File: src/rtl/ram_loader.sv
`default_nettype none
// +----------------------------------------------------------------------+
// | ram_loader: length-framed byte stream to 32-bit RAM writes, checksum |
// | Revision 1.0                                                         |
// +----------------------------------------------------------------------+
module ram_loader #(
  parameter logic [15:0] BASE     = 16'h0000,
  parameter int unsigned MAXWORDS = 8192
) (
  input  logic        clk,
  input  logic        reset,
  input  logic        start,
  input  logic [7:0]  in_data,
  input  logic        in_valid,
  output logic        in_ready,
  output logic [15:0] a_addr,
  output logic [31:0] a_d,
  output logic        a_wr,
  output logic        busy,
  output logic        done,
  output logic        error
);

  localparam logic [2:0] S_IDLE = 3'd0;
  localparam logic [2:0] S_LEN0 = 3'd1;
  localparam logic [2:0] S_LEN1 = 3'd2;
  localparam logic [2:0] S_DATA = 3'd3;
  localparam logic [2:0] S_SUM  = 3'd4;

  localparam logic [16:0] MAX_LEN = 17'(MAXWORDS);

  logic [2:0]  state;
  logic [2:0]  state_nx;
  logic        xfer;
  logic [7:0]  len_lo;
  logic [15:0] len;
  logic [15:0] len_in;
  logic        oversize;
  logic        last_byte;
  logic        last_word;
  logic [1:0]  byte_cnt;
  logic [15:0] word_cnt;
  logic [23:0] asm_word;
  logic [7:0]  sum;

  assign xfer      = in_valid && in_ready;
  assign len_in    = {in_data, len_lo};
  assign oversize  = {1'b0, len_in} > MAX_LEN;
  assign last_byte = (byte_cnt == 2'd3);
  assign last_word = (word_cnt == len - 16'd1);

  always_ff @(posedge clk) begin
    if (reset) begin
      state <= S_IDLE;
    end else begin
      state <= state_nx;
    end
  end

  always_comb begin
    state_nx = state;
    case (state)
      S_IDLE: if (start) state_nx = S_LEN0;
      S_LEN0: if (xfer) state_nx = S_LEN1;
      S_LEN1: begin
        if (xfer) begin
          if (len_in == 16'd0) state_nx = S_SUM;
          else if (oversize)   state_nx = S_IDLE;
          else                 state_nx = S_DATA;
        end
      end
      S_DATA: if (xfer && last_byte && last_word) state_nx = S_SUM;
      S_SUM:  if (xfer) state_nx = S_IDLE;
      default: state_nx = S_IDLE;
    endcase
  end

  always_comb begin
    in_ready = 1'b0;
    busy     = 1'b0;
    case (state)
      S_LEN0, S_LEN1, S_DATA, S_SUM: begin
        in_ready = 1'b1;
        busy     = 1'b1;
      end
      default: begin
        in_ready = 1'b0;
        busy     = 1'b0;
      end
    endcase
  end

  // Write strobe is registered off the fourth byte, so it lands in the following cycle.
  always_ff @(posedge clk) begin
    if (reset) begin
      len_lo   <= 8'd0;
      len      <= 16'd0;
      byte_cnt <= 2'd0;
      word_cnt <= 16'd0;
      asm_word <= 24'd0;
      sum      <= 8'd0;
      a_addr   <= BASE;
      a_d      <= 32'd0;
      a_wr     <= 1'b0;
      done     <= 1'b0;
      error    <= 1'b0;
    end else begin
      a_wr <= 1'b0;
      done <= 1'b0;
      case (state)
        S_IDLE: begin
          if (start) begin
            error    <= 1'b0;
            byte_cnt <= 2'd0;
            word_cnt <= 16'd0;
            sum      <= 8'd0;
          end
        end
        S_LEN0: if (xfer) len_lo <= in_data;
        S_LEN1: begin
          if (xfer) begin
            len <= len_in;
            if (oversize) begin
              done  <= 1'b1;
              error <= 1'b1;
            end
          end
        end
        S_DATA: begin
          if (xfer) begin
            sum      <= sum + in_data;
            byte_cnt <= byte_cnt + 2'd1;
            case (byte_cnt)
              2'd0: asm_word[7:0]   <= in_data;
              2'd1: asm_word[15:8]  <= in_data;
              2'd2: asm_word[23:16] <= in_data;
              default: begin
                a_wr     <= 1'b1;
                a_addr   <= BASE + {word_cnt[13:0], 2'b00};
                a_d      <= {in_data, asm_word};
                word_cnt <= word_cnt + 16'd1;
              end
            endcase
          end
        end
        S_SUM: begin
          if (xfer) begin
            done  <= 1'b1;
            error <= (in_data != sum);
          end
        end
        default: ;
      endcase
    end
  end

endmodule
`default_nettype wire

File: config.mk
export PLATFORM = sky130hd
export DESIGN_NAME = ram_loader
export DESIGN_NICKNAME = d
export VERILOG_FILES = /design/src/rtl/ram_loader.sv
export SDC_FILE = /design/constraint.sdc
export NUM_CORES = 1
export LEC_CHECK = 0
export ABC_AREA = 1
export CELL_PAD_IN_SITES_DETAIL_PLACEMENT = 1
export CELL_PAD_IN_SITES_GLOBAL_PLACEMENT = 1
export CORE_UTILIZATION = 49
export CTS_BUF_LIST = sky130_fd_sc_hd__clkbuf_16
export DETAILED_ROUTE_END_ITERATION = 12
export DONT_BUFFER_PORTS = 1
export HOLD_SLACK_MARGIN = 0.12
export PLACE_DENSITY = 0.87
export SLEW_MARGIN = 20
export SYNTH_ARGS = -nofsm -noshare
export SYNTH_HDL_FRONTEND = slang
export SYNTH_SLANG_ARGS = --single-unit
export TNS_END_PERCENT = 1
File: constraint.sdc
create_clock -name clk -period 3.9 [get_ports clk]
set_input_delay 0.195 -clock clk [delete_from_list [all_inputs] [get_ports clk]]
set_output_delay 0.195 -clock clk [all_outputs]
set_load 0.01 [all_outputs]
==> summary.txt <==
Data required, critical path = 4.19 ns
Post-synth top area cell = dfxtp_1
Max IR drop VDD = 0.368 mV
Final Cycle Share = 70.9%
Die ar. = 0.0121 mm²
H-tree Lvls = 4
Hold WC Path Type = in2reg
Design Power = 4.24 mW
Global-route wire length before repair = 28.9 mm
RSZ-0062 raised after global routing = false
Ys Warns = 0
Vias in the first global route = 5646
Slew HR = 28.6%
Synth async-reset ratio = 0%
Number of max-cap violations = 0
Ports = 65
Nets = 833
Initial antenna violation count = 0
P&R area growth vs syn = 13.6%
Placement Setup Slack = 1.28 ns
Seq/Total Area, Yosys = 44.1%
Clk sink count = 126
Root Buffer = clkbuf_16
Worst-path clk slew = 0.06 ns
CP max-delay cell = nor2_1
Layout fillers = 1471
FF+latch count, synth = 126
Cell area after layout = 0.00649 mm²
Gpl congestion = 0.917
Largest net degree at the start of global routing = 99
CP Launch Type = flop
Final Hold Vio Count = 0
Non-filler cells, final = 963
Row Count = 39
Most used flip-flop cell after synthesis = dfxtp_1
Clock Power Share = 38.7%
Initial DRC Count = 296
Gate power share = 26.7%
DR vias/cell = 5.74
Maximum buffer depth of the clock tree = 2
GR Util All Layers = 32.1%
Antenna-violating nets left = 0
Syn Inst Count = 802
Kind of critical path = reg2reg
Worst setup margin = 1.14 ns
Routed via count = 5527
Slew Viols, Final = 0
Unique masters post-synth = 38
Syn avg cell area = 7.12 µm²
Most used cell, CP = inv_1
First-pass iteration count of the detailed router = 5
DP Area = 0.00579 mm²
TritonCTS buffer count = 17
Netlist Area Pre-Place = 0.00571 mm²
Share of cells above drive strength 1 = 6.47%
# DRC = 0
TritonCTS clock tree = built
Top delay family on crit path = simple AND/OR/NAND/NOR gates
PortBufs = 0
Sw Ratio = 34.7%
Leak = 2.87 nW
Hold Slack = 0.124 ns
Outcome = completed
CP Max Fanout = 21
Post-synth top area share = 44.1%
Crit path capture type = flop
R2R Setup Slk = 1.14 ns
Minimum clock period = 2.76 ns
Slew @ Worst Pin = 1.07 ns
CP arrival = 3.05 ns
Die W = 110 µm
EDFF count, synth = 0
Total grt overflow = 0
Setup TNS = 0 ns
Post-DP HPWL = 11.6 mm
Slowest stage delay, CP = 0.56 ns
CP bufs+invs = 3
Int Pwr = 2.77 mW
PD cells = 653 mW/mm²
# setup viols final = 0
Synth top area cells = dfxtp_1 44%, nor2_1 12%, o21ai_0 9.5%
Starting Density = 50.3%
Wire length after detailed routing = 18.3 mm
Core Region = 0.0114 mm²
Reg power frac = 34.5%
Critical path, cell by cell = inv_1, nor3_1, inv_1, nor2_1, inv_1, o21ai_0, a21oi_1
Final Skew = 0.00967 ns
Fin util = 57.1%
Die span in y = 110 µm
Drt wl/cell = 19.0 µm
Clk_lat worst skew = 0.43 ns
Placed cells = 921
NetSw = 1.47 mW
Fmax = 362 MHz
Cts repair resizes = 0
## final cells by class
class,count,area (µm²),share of cell area [%]
antenna,1,2.50,0.0385
clock inverter,15,181,2.79
inverter,66,248,3.82
clock buffer,17,425,6.55
multi-input combinational,584,2830,43.6
tap,143,179,2.76
sequential,126,2520,38.8
timing repair buffer,11,105,1.62
## cells by family (layout without fill, tap and decap cells)
group / after synthesis / after routing / share of synthesized area, %
buffers and inverters: 93 / 109 / 6.39
AO/OA/AOI/OAI: 185 / 185 / 16.8
other: 1 / 3 / 0.0656
XOR/XNOR: 14 / 14 / 2.39
flip-flops: 126 / 126 / 44.1
adder cells (fa/ha/maj): 15 / 15 / 3.42
AND/OR/NAND/NOR: 368 / 368 / 26.8
## state kept, by name, indices dropped and copies added (netlist names), 2 cells and up
register  count
state         3
asm_word     24
sum           8
word_cnt     16
len          16
a_addr       14
a_d          32
byte_cnt      2
len_lo        8
## worst register-to-register path, delay by kind of cell, from the launching register on
kind,cells,cell delay (ns)
AND/OR/NAND/NOR,2,0.98
buffers and inverters,3,0.80
AO/OA/AOI/OAI,2,0.45
flip-flops,1,0.40
## layer usage
metal,vias to the layer above,track usage [%],share of wire (%)
met5,-,0,0
met3,55,6.53,4.2
met1,2688,36.9,42
met4,0,16.8,3.4
li1,2624,-,-
met2,160,56.0,51
## cell usage after synthesis, types with 2 or more instances
| cell | instances |
|---|---|
| nor4_1 | 5 |
| buf_2 | 4 |
| nand2_2 | 5 |
| nand2_1 | 118 |
| a21oi_1 | 66 |
| inv_1 | 61 |
| clkinv_1 | 3 |
| inv_2 | 2 |
| nor3_1 | 15 |
| a211oi_1 | 2 |
| xnor2_1 | 2 |
| buf_4 | 3 |
| nor3b_1 | 2 |
| nor2_1 | 176 |
| nor2_2 | 5 |
| clkbuf_1 | 19 |
| dfxtp_1 | 126 |
| o21ai_0 | 108 |
| o21ai_1 | 3 |
| xor2_1 | 11 |
| nand4_1 | 5 |
| nand3_2 | 2 |
| nand3_1 | 27 |
| or2_2 | 5 |
| ha_1 | 14 |
## final timing paths
check | cells after the start | startpoint | endpoint
worst min-delay path | 2 | in_data[4] | asm_word[20]
worst max-delay path | 7 | state[1] | len[2]
worst min register to register | 2 | sum[4] | sum[4]
worst max register to register | 7 | state[1] | len[2]
## placed cells by master, fill, tap and decap left out, types with 2 or more instances in the layout
cell / n
nor2_1: 176
dfxtp_1: 126
nand2_1: 118
o21ai_0: 108
a21oi_1: 66
inv_1: 64
nand3_1: 27
clkbuf_16: 17
nor3_1: 15
ha_1: 14
xor2_1: 11
dlygate4sd3_1: 9
nor2_2: 5
or2_2: 5
nand4_1: 5
nand2_2: 5
nor4_1: 5
clkinv_1: 5
bufinv_16: 4
inv_2: 3
o21ai_1: 3
clkinv_4: 3
nand3_2: 2
xnor2_1: 2
nor3b_1: 2
a211oi_1: 2
conb_1: 2
buf_4: 2
## timing repair
| item | CTS | global route |
|---|---|---|
| hold buffers | 9 | 0 |
| setup buffers | 0 | 0 |
| endpoints found under the hold margin | 52 | 0 |
## power groups by stage
stage               clock network, mW  logic, mW  registers, mW
finish                           1.64       1.13           1.46
global route                     1.71       1.27           1.47
CTS                              1.65       1.11           1.46
detailed placement                  0       1.06           1.49
global placement                    0       1.01           1.48
floorplan                           0      0.836           1.46
Note: power is estimated with default switching activity, not from simulation.
